`src/rtl/pcie_ltssm_pkg.sv`:
```
`default_nettype none
// +--------------------------------------------------------------------------+
// | Package     : pcie_ltssm_pkg                                             |
// | Description : LTSSM encodings from the Gen1 x8 hard-IP wrapper, the      |
// |               link-monitor FSM state type and the trace entry layout.    |
// | Revision    : 1.0 - initial release                                      |
// +--------------------------------------------------------------------------+
package pcie_ltssm_pkg;

    localparam logic [4:0] LTSSM_DETECT_QUIET = 5'h00;
    localparam logic [4:0] LTSSM_RCVLOCK      = 5'h0C;
    localparam logic [4:0] LTSSM_RCVCFG       = 5'h0D;
    localparam logic [4:0] LTSSM_RIDLE        = 5'h0E;
    localparam logic [4:0] LTSSM_L0           = 5'h0F;

    localparam int unsigned TS_W = 27;

    typedef enum logic [1:0] {
        MON_DOWN     = 2'd0,
        MON_QUAL     = 2'd1,
        MON_UP       = 2'd2,
        MON_RECOVERY = 2'd3
    } mon_state_e;

    typedef struct packed {
        logic [4:0]      ltssm;
        logic [TS_W-1:0] timestamp;
    } trace_entry_t;

    // Recovery sub-states that keep the link logically up.
    function automatic logic is_recovery(input logic [4:0] s);
        return (s >= LTSSM_RCVLOCK) && (s <= LTSSM_RIDLE);
    endfunction

endpackage
`default_nettype wire

```
`src/rtl/pcie_ltssm_trace_fifo.sv`:
```
`default_nettype none
// +--------------------------------------------------------------------------+
// | Module      : pcie_ltssm_trace_fifo                                      |
// | Description : Single-clock FIFO holding LTSSM trace entries.             |
// |               clk, rst_n   : clock, asynchronous active-low reset        |
// |               flush        : synchronous empty; overrides push and pop   |
// |               push/push_data : write strobe and entry                    |
// |               pop          : read strobe (ignored when empty)            |
// |               pop_data     : head entry, zero while empty                |
// |               full, empty  : occupancy flags                             |
// |               A push into a full FIFO is accepted only when a pop        |
// |               happens on the same edge.                                  |
// | Revision    : 1.0 - initial release                                      |
// +--------------------------------------------------------------------------+
module pcie_ltssm_trace_fifo
    import pcie_ltssm_pkg::*;
#(
    parameter int unsigned DEPTH = 16
) (
    input  logic         clk,
    input  logic         rst_n,
    input  logic         flush,
    input  logic         push,
    input  trace_entry_t push_data,
    input  logic         pop,
    output trace_entry_t pop_data,
    output logic         full,
    output logic         empty
);

    localparam int unsigned AW = $clog2(DEPTH);

    logic [AW:0]  wr_ptr_q, wr_ptr_d;
    logic [AW:0]  rd_ptr_q, rd_ptr_d;
    trace_entry_t mem_q [DEPTH];
    logic         wr_en;
    logic         rd_en;

    // Extra pointer MSB distinguishes full from empty.
    assign empty = (wr_ptr_q == rd_ptr_q);
    assign full  = (wr_ptr_q[AW] != rd_ptr_q[AW]) &&
                   (wr_ptr_q[AW-1:0] == rd_ptr_q[AW-1:0]);

    assign rd_en = pop && !empty && !flush;
    assign wr_en = push && (!full || rd_en) && !flush;

    assign pop_data = empty ? '0 : mem_q[rd_ptr_q[AW-1:0]];

    always_comb begin
        wr_ptr_d = wr_ptr_q;
        rd_ptr_d = rd_ptr_q;
        if (flush) begin
            wr_ptr_d = '0;
            rd_ptr_d = '0;
        end else begin
            if (wr_en) wr_ptr_d = wr_ptr_q + {{AW{1'b0}}, 1'b1};
            if (rd_en) rd_ptr_d = rd_ptr_q + {{AW{1'b0}}, 1'b1};
        end
    end

    always_ff @(posedge clk or negedge rst_n) begin
        if (!rst_n) begin
            wr_ptr_q <= '0;
            rd_ptr_q <= '0;
        end else begin
            wr_ptr_q <= wr_ptr_d;
            rd_ptr_q <= rd_ptr_d;
        end
    end

    // Storage is not reset; pop_data is masked while empty.
    always_ff @(posedge clk) begin
        if (wr_en) mem_q[wr_ptr_q[AW-1:0]] <= push_data;
    end

endmodule
`default_nettype wire

```
`src/rtl/pcie_ltssm_monitor.sv`:
```
`default_nettype none
// +--------------------------------------------------------------------------+
// | Module      : pcie_ltssm_monitor                                         |
// | Description : Debounced link-up qualifier, link event pulses, retrain    |
// |               and L0-residency counters, and a timestamped trace of      |
// |               LTSSM transitions.                                         |
// |   clk_clk, reset_reset_n : clock, asynchronous active-low reset          |
// |   ltssm_state            : LTSSM state from the hard IP                  |
// |   clear                  : clears counters, trace FIFO, overflow flag    |
// |   link_up                : debounced link-up level                       |
// |   link_up_pulse          : one cycle on QUAL -> UP                       |
// |   link_down_pulse        : one cycle on UP/RECOVERY -> DOWN              |
// |   retrain_count          : completed recoveries (saturating)             |
// |   l0_cycles              : cycles in UP (saturating)                     |
// |   trace_valid/ready/data : trace FIFO head, {ltssm, timestamp[26:0]}     |
// |   trace_overflow         : sticky, a transition was dropped              |
// | Build macro : PCIE_LTSSM_MON_TRACE_EN builds the trace FIFO, timestamp   |
// |               counter and overflow logic; otherwise trace outputs are 0. |
// | Revision    : 1.0 - initial release                                      |
// +--------------------------------------------------------------------------+
module pcie_ltssm_monitor
    import pcie_ltssm_pkg::*;
#(
    parameter int unsigned DEBOUNCE    = 256,
    parameter int unsigned TRACE_DEPTH = 16
) (
    input  logic        clk_clk,
    input  logic        reset_reset_n,
    input  logic [4:0]  ltssm_state,
    input  logic        clear,
    output logic        link_up,
    output logic        link_up_pulse,
    output logic        link_down_pulse,
    output logic [15:0] retrain_count,
    output logic [31:0] l0_cycles,
    output logic        trace_valid,
    input  logic        trace_ready,
    output logic [31:0] trace_data,
    output logic        trace_overflow
);

    localparam logic [15:0] DEBOUNCE_LAST = 16'(DEBOUNCE - 1);

    logic [4:0]  ltssm_q, ltssm_q2;
    mon_state_e  state_q, state_d;
    logic [15:0] cnt_q, cnt_d;
    logic        up_pulse_q, up_pulse_d;
    logic        down_pulse_q, down_pulse_d;
    logic        retrain_inc;
    logic [15:0] retrain_count_q, retrain_count_d;
    logic [31:0] l0_cycles_q, l0_cycles_d;

    // ---------------- FSM next-state / pulse decode ----------------
    always_comb begin
        state_d      = state_q;
        cnt_d        = cnt_q;
        up_pulse_d   = 1'b0;
        down_pulse_d = 1'b0;
        retrain_inc  = 1'b0;
        case (state_q)
            MON_DOWN: begin
                if (ltssm_q == LTSSM_L0) begin
                    state_d = MON_QUAL;
                    cnt_d   = '0;
                end
            end
            MON_QUAL: begin
                if (ltssm_q != LTSSM_L0) begin
                    state_d = MON_DOWN;
                end else if (cnt_q == DEBOUNCE_LAST) begin
                    state_d    = MON_UP;
                    up_pulse_d = 1'b1;
                end else begin
                    cnt_d = cnt_q + 16'd1;
                end
            end
            MON_UP: begin
                if (ltssm_q == LTSSM_L0) begin
                    state_d = MON_UP;
                end else if (is_recovery(ltssm_q)) begin
                    state_d = MON_RECOVERY;
                end else begin
                    state_d      = MON_DOWN;
                    down_pulse_d = 1'b1;
                end
            end
            MON_RECOVERY: begin
                if (ltssm_q == LTSSM_L0) begin
                    state_d     = MON_UP;
                    retrain_inc = 1'b1;
                end else if (is_recovery(ltssm_q)) begin
                    state_d = MON_RECOVERY;
                end else begin
                    state_d      = MON_DOWN;
                    down_pulse_d = 1'b1;
                end
            end
            default: state_d = MON_DOWN;
        endcase
    end

    // ---------------- Saturating counters ----------------
    always_comb begin
        retrain_count_d = retrain_count_q;
        l0_cycles_d     = l0_cycles_q;
        if (clear) begin
            retrain_count_d = '0;
            l0_cycles_d     = '0;
        end else begin
            if (retrain_inc && (retrain_count_q != 16'hFFFF))
                retrain_count_d = retrain_count_q + 16'd1;
            if ((state_q == MON_UP) && (l0_cycles_q != 32'hFFFF_FFFF))
                l0_cycles_d = l0_cycles_q + 32'd1;
        end
    end

    always_ff @(posedge clk_clk or negedge reset_reset_n) begin
        if (!reset_reset_n) begin
            ltssm_q         <= LTSSM_DETECT_QUIET;
            ltssm_q2        <= LTSSM_DETECT_QUIET;
            state_q         <= MON_DOWN;
            cnt_q           <= '0;
            up_pulse_q      <= 1'b0;
            down_pulse_q    <= 1'b0;
            retrain_count_q <= '0;
            l0_cycles_q     <= '0;
        end else begin
            ltssm_q         <= ltssm_state;
            ltssm_q2        <= ltssm_q;
            state_q         <= state_d;
            cnt_q           <= cnt_d;
            up_pulse_q      <= up_pulse_d;
            down_pulse_q    <= down_pulse_d;
            retrain_count_q <= retrain_count_d;
            l0_cycles_q     <= l0_cycles_d;
        end
    end

    assign link_up         = (state_q == MON_UP) || (state_q == MON_RECOVERY);
    assign link_up_pulse   = up_pulse_q;
    assign link_down_pulse = down_pulse_q;
    assign retrain_count   = retrain_count_q;
    assign l0_cycles       = l0_cycles_q;

`ifdef PCIE_LTSSM_MON_TRACE_EN
    // ---------------- Transition trace ----------------
    logic [TS_W-1:0] ts_q, ts_d;
    logic            overflow_q, overflow_d;
    logic            trace_push;
    logic            trace_pop;
    logic            fifo_full;
    logic            fifo_empty;
    trace_entry_t    push_entry;
    trace_entry_t    head_entry;

    assign ts_d       = ts_q + {{(TS_W-1){1'b0}}, 1'b1};
    assign trace_push = (ltssm_q != ltssm_q2);
    assign trace_pop  = !fifo_empty && trace_ready;
    assign push_entry = '{ltssm: ltssm_q, timestamp: ts_q};

    // Drop only when full and no pop frees a slot on the same edge.
    always_comb begin
        overflow_d = overflow_q;
        if (clear)
            overflow_d = 1'b0;
        else if (trace_push && fifo_full && !trace_pop)
            overflow_d = 1'b1;
    end

    always_ff @(posedge clk_clk or negedge reset_reset_n) begin
        if (!reset_reset_n) begin
            ts_q       <= '0;
            overflow_q <= 1'b0;
        end else begin
            ts_q       <= ts_d;
            overflow_q <= overflow_d;
        end
    end

    pcie_ltssm_trace_fifo #(
        .DEPTH (TRACE_DEPTH)
    ) u_trace_fifo (
        .clk       (clk_clk),
        .rst_n     (reset_reset_n),
        .flush     (clear),
        .push      (trace_push),
        .push_data (push_entry),
        .pop       (trace_pop),
        .pop_data  (head_entry),
        .full      (fifo_full),
        .empty     (fifo_empty)
    );

    assign trace_valid    = !fifo_empty;
    assign trace_data     = head_entry;
    assign trace_overflow = overflow_q;
`else
    logic unused_trace_inputs;
    assign unused_trace_inputs = ^{trace_ready, ltssm_q2, (TRACE_DEPTH > 32'd1)};

    assign trace_valid    = 1'b0;
    assign trace_data     = '0;
    assign trace_overflow = 1'b0;
`endif

endmodule
`default_nettype wire

```
`config.mk`:
```
export PLATFORM = sky130hd
export DESIGN_NAME = pcie_ltssm_monitor
export DESIGN_NICKNAME = d
export VERILOG_FILES = /design/src/rtl/pcie_ltssm_pkg.sv /design/src/rtl/pcie_ltssm_trace_fifo.sv /design/src/rtl/pcie_ltssm_monitor.sv
export SDC_FILE = /design/constraint.sdc
export NUM_CORES = 1
export LEC_CHECK = 0
export ABC_AREA = 1
export BUFFER_PORTS_ARGS = -buffer_cell sky130_fd_sc_hd__buf_2
export CORE_MARGIN = 2
export CORE_UTILIZATION = 46
export DETAILED_ROUTE_END_ITERATION = 10
export PLACE_DENSITY = 0.68
export SLEW_MARGIN = 0
export SYNTH_ARGS = -nofsm -noshare
export SYNTH_HDL_FRONTEND = slang
export SYNTH_HIERARCHICAL = 1
export SYNTH_SLANG_ARGS = --single-unit
```
`constraint.sdc`:
```
create_clock -name clk_clk -period 2.4 [get_ports clk_clk]
set_clock_uncertainty 0.05 [all_clocks]
set_input_delay 0 -clock clk_clk [delete_from_list [all_inputs] [get_ports clk_clk]]
set_output_delay 0 -clock clk_clk [all_outputs]
set_load 0.01 [all_outputs]
```
==> flow_summary.ini <==
[run]
drv_cap = 0

[routing]
ant_nets = 0
viasPerCell = 5.014
drt-initial-drc-count = 274
routedWlPerCell_um = 13.11
drt_pass1_iterations = 5
drt_wl_total_um = 11920
via_count = 4558
drc_errors = 0

[die]
core_area_um2 = 10180
num_rows = 37
die_h_um = 105.9
die_w_um = 105.9
start_util_pct = 46.92
die-area_um2 = 11220
pin_count = 94

[global_routing]
grt_pass1_wl_um = 20210
track_usage_pct = 22.42
grt_max_degree = 74
grt_antenna_before_repair = 0
grt-ovfl-total = 0
first_global_vias = 4329

[sta]
slew_headroom_pct = 37.93
fmaxAchievable_mhz = 463.3
worst_slew_pin_slew_ps = 931.1
fin_crit_ps = 2158
setup_viol = 0
slew_viol_final = 0
worst_slack_ps = 241.5
fin_crit_sh_pct = 89.94
finalHoldViolations = 0
rsz0062_at_grt = no
setup_tns_ps = 0

[critical_path]
crit_path_frequent_cell = nor2_1
cp.arrival_ps = 2390
cp_max_fo = 12
critPathLaunchType = flip-flop
cpMaxStageDelayCell = nor2_1
path_class = flip-flop to flip-flop
cp.required_ps = 2630
slowest_delay_ps = 650
worstPathCellList = ha_1 > nand3_1 > inv_2 > nand2_1 > nor2_1 > nor2_1 > nand4_1 > o21ai_1
end_kind = flip-flop

[yosys]
synthTopCellsByArea = dfrtp_1 38%, nand2_1 20%, nor2_1 7.7%
synth_top_area_share_pct = 38.23
synth-edff-count = 0
synth-main-ff-cell = dfrtp_1
synth_warnings = 6
avgSynthCellArea_um2 = 6.807
async_flop_share_pct = 100.0
ys_seq_elements = 73
synth_area_um2 = 4778
syn_inst = 702
ys_seq_area_share_pct = 38.23
synth_most_common_cell = nand2_1
yosys.area.top_type = dfrtp_1
synth_common_cells = 252 x nand2_1, 98 x nor2_1, 73 x dfrtp_1
ys_types = 33

[place]
placed_cells = 887
port_buffers = 58
dp_hpwl_um = 8528
dp_slack_ps = 209.3
gp_congestion = 0.9655

[clock_network]
cts_buffers = 9
worstSkewPairLatency_ps = 360
cts_tree = done
cts_setup_buffers = 0
h-tree-depth = 3
clkSinkCount = 73
max-clock-path-buffers = 2
cts-root-buf = clkbuf_8
clk_pin_slew_ps = 80

[power_and_ir_drop]
ir_worst_vdd_mv = 0.3048
powerDensity_nw_per_um2 = 452.9
finalPower_mw = 2.435
leakage_nw = 2.715

[status]
status = complete, no violations

[cells_and_area]
utilization_pct = 52.79
layout-drive-gt1-share_pct = 13.97
n_antenna_cell = 0
nets = 781
instances_no_fill = 909
area_growth_syn_to_layout_pct = 12.52

[hold_path]
hold_class = input pin to flip-flop
==> worst max-delay path: cells and delay by family, from the launching register on <==
| kind | cells | cell delay, ps |
|---|---|---|
| flops | 1 | 440 |
| buf+inv | 1 | 50 |
| compound gates | 1 | 120 |
| fa+ha+maj | 1 | 270 |
| simple gates | 5 | 1150 |
==> path summary, 6_finish.rpt <==
check,start,slack [ps],to,depth (start not counted)
worst max-delay path,retrain_count[0],240,retrain_count[14],8
worst min-delay path,ltssm_state[1],230,ltssm_q[1],2
worst max register to register,retrain_count[0],240,retrain_count[14],8
worst min register to register,ltssm_q[4],460,link_down_pulse,2
max in group asynchronous,reset_reset_n,1420,cnt_q[14],2
min in group asynchronous,reset_reset_n,260,l0_cycles[31],2
==> metrics by stage <==
step,cell area (µm²),hold WS [ps]
2_1_floorplan,4902,-345.6
3_3_place_gp,5087,57.22
3_5_place_dp,5087,59.33
4_1_cts,5375,212.2
5_1_grt,5376,223.1
6_report,5376,227.0
==> layout by cell type (no fill, tap or decap), types with 2 or more instances in the layout <==
cell	count
dfrtp_1	73
nand4_1	41
nor2_1	98
conb_1	34
clkinv_2	2
nand2_1	252
or2_2	8
xnor2_1	5
nand2_4	2
nand2_2	3
ha_1	3
o21ai_1	18
buf_4	9
dlygate4sd3_1	7
buf_2	57
nand3_1	55
bufinv_16	2
inv_1	47
xor2_1	16
inv_2	8
clkinvlp_4	2
nor3_1	7
o21bai_1	3
clkbuf_8	10
==> cells by family after synthesis <==
family | share of synthesized area, %
other | 0.07848
xor gates and xnor gates | 3.849
adders and majority gates | 0.7856
and+or+nand+nor | 42.34
buffers and inverters | 11.55
AOI/OAI and AO/OA | 3.168
DFF | 38.23
==> registers in the layout (all words and copies together) (netlist names) <==
signal and count:
l0_cycles 32, cnt_q 16, retrain_count 16, ltssm_q 5, state_q 2, link_down_pulse 1, link_up_pulse 1
==> power breakdown <==
group / internal [mW] / switching [mW]
registers: 1.23 / 0.00303
clock network: 0.606 / 0.485
logic: 0.0200 / 0.0867
total: 1.86 / 0.575
==> per-layer routing <==
| metal | vias to the layer above | part of all wire (%) | wire length (µm) | global-route usage (%) |
|---|---|---|---|---|
| met5 | - | 0 | 0 | 0 |
| met4 | 0 | 1.6 | 189 | 8.459 |
| met3 | 19 | 5.0 | 598 | 3.801 |
| met2 | 108 | 47 | 5635 | 37.37 |
| met1 | 2132 | 46 | 5493 | 29.30 |
| li1 | 2299 | - | - | - |
==> final cells by class <==
cell class,instances,area (µm²)
fill,1030,4808
multi-input combinational,555,2524
sequential,73,1827
timing repair buffer,73,422.9
inverter,57,215.2
tap,136,170.2
clock buffer,10,137.6
clock inverter,5,80.08
==> timing repair <==
action	CTS	global route
hold buffers	7	0
resized for setup	0	1
setup endpoints to repair	0	7
hold endpoints to repair	85	0
(Power assumes the default switching activity.)
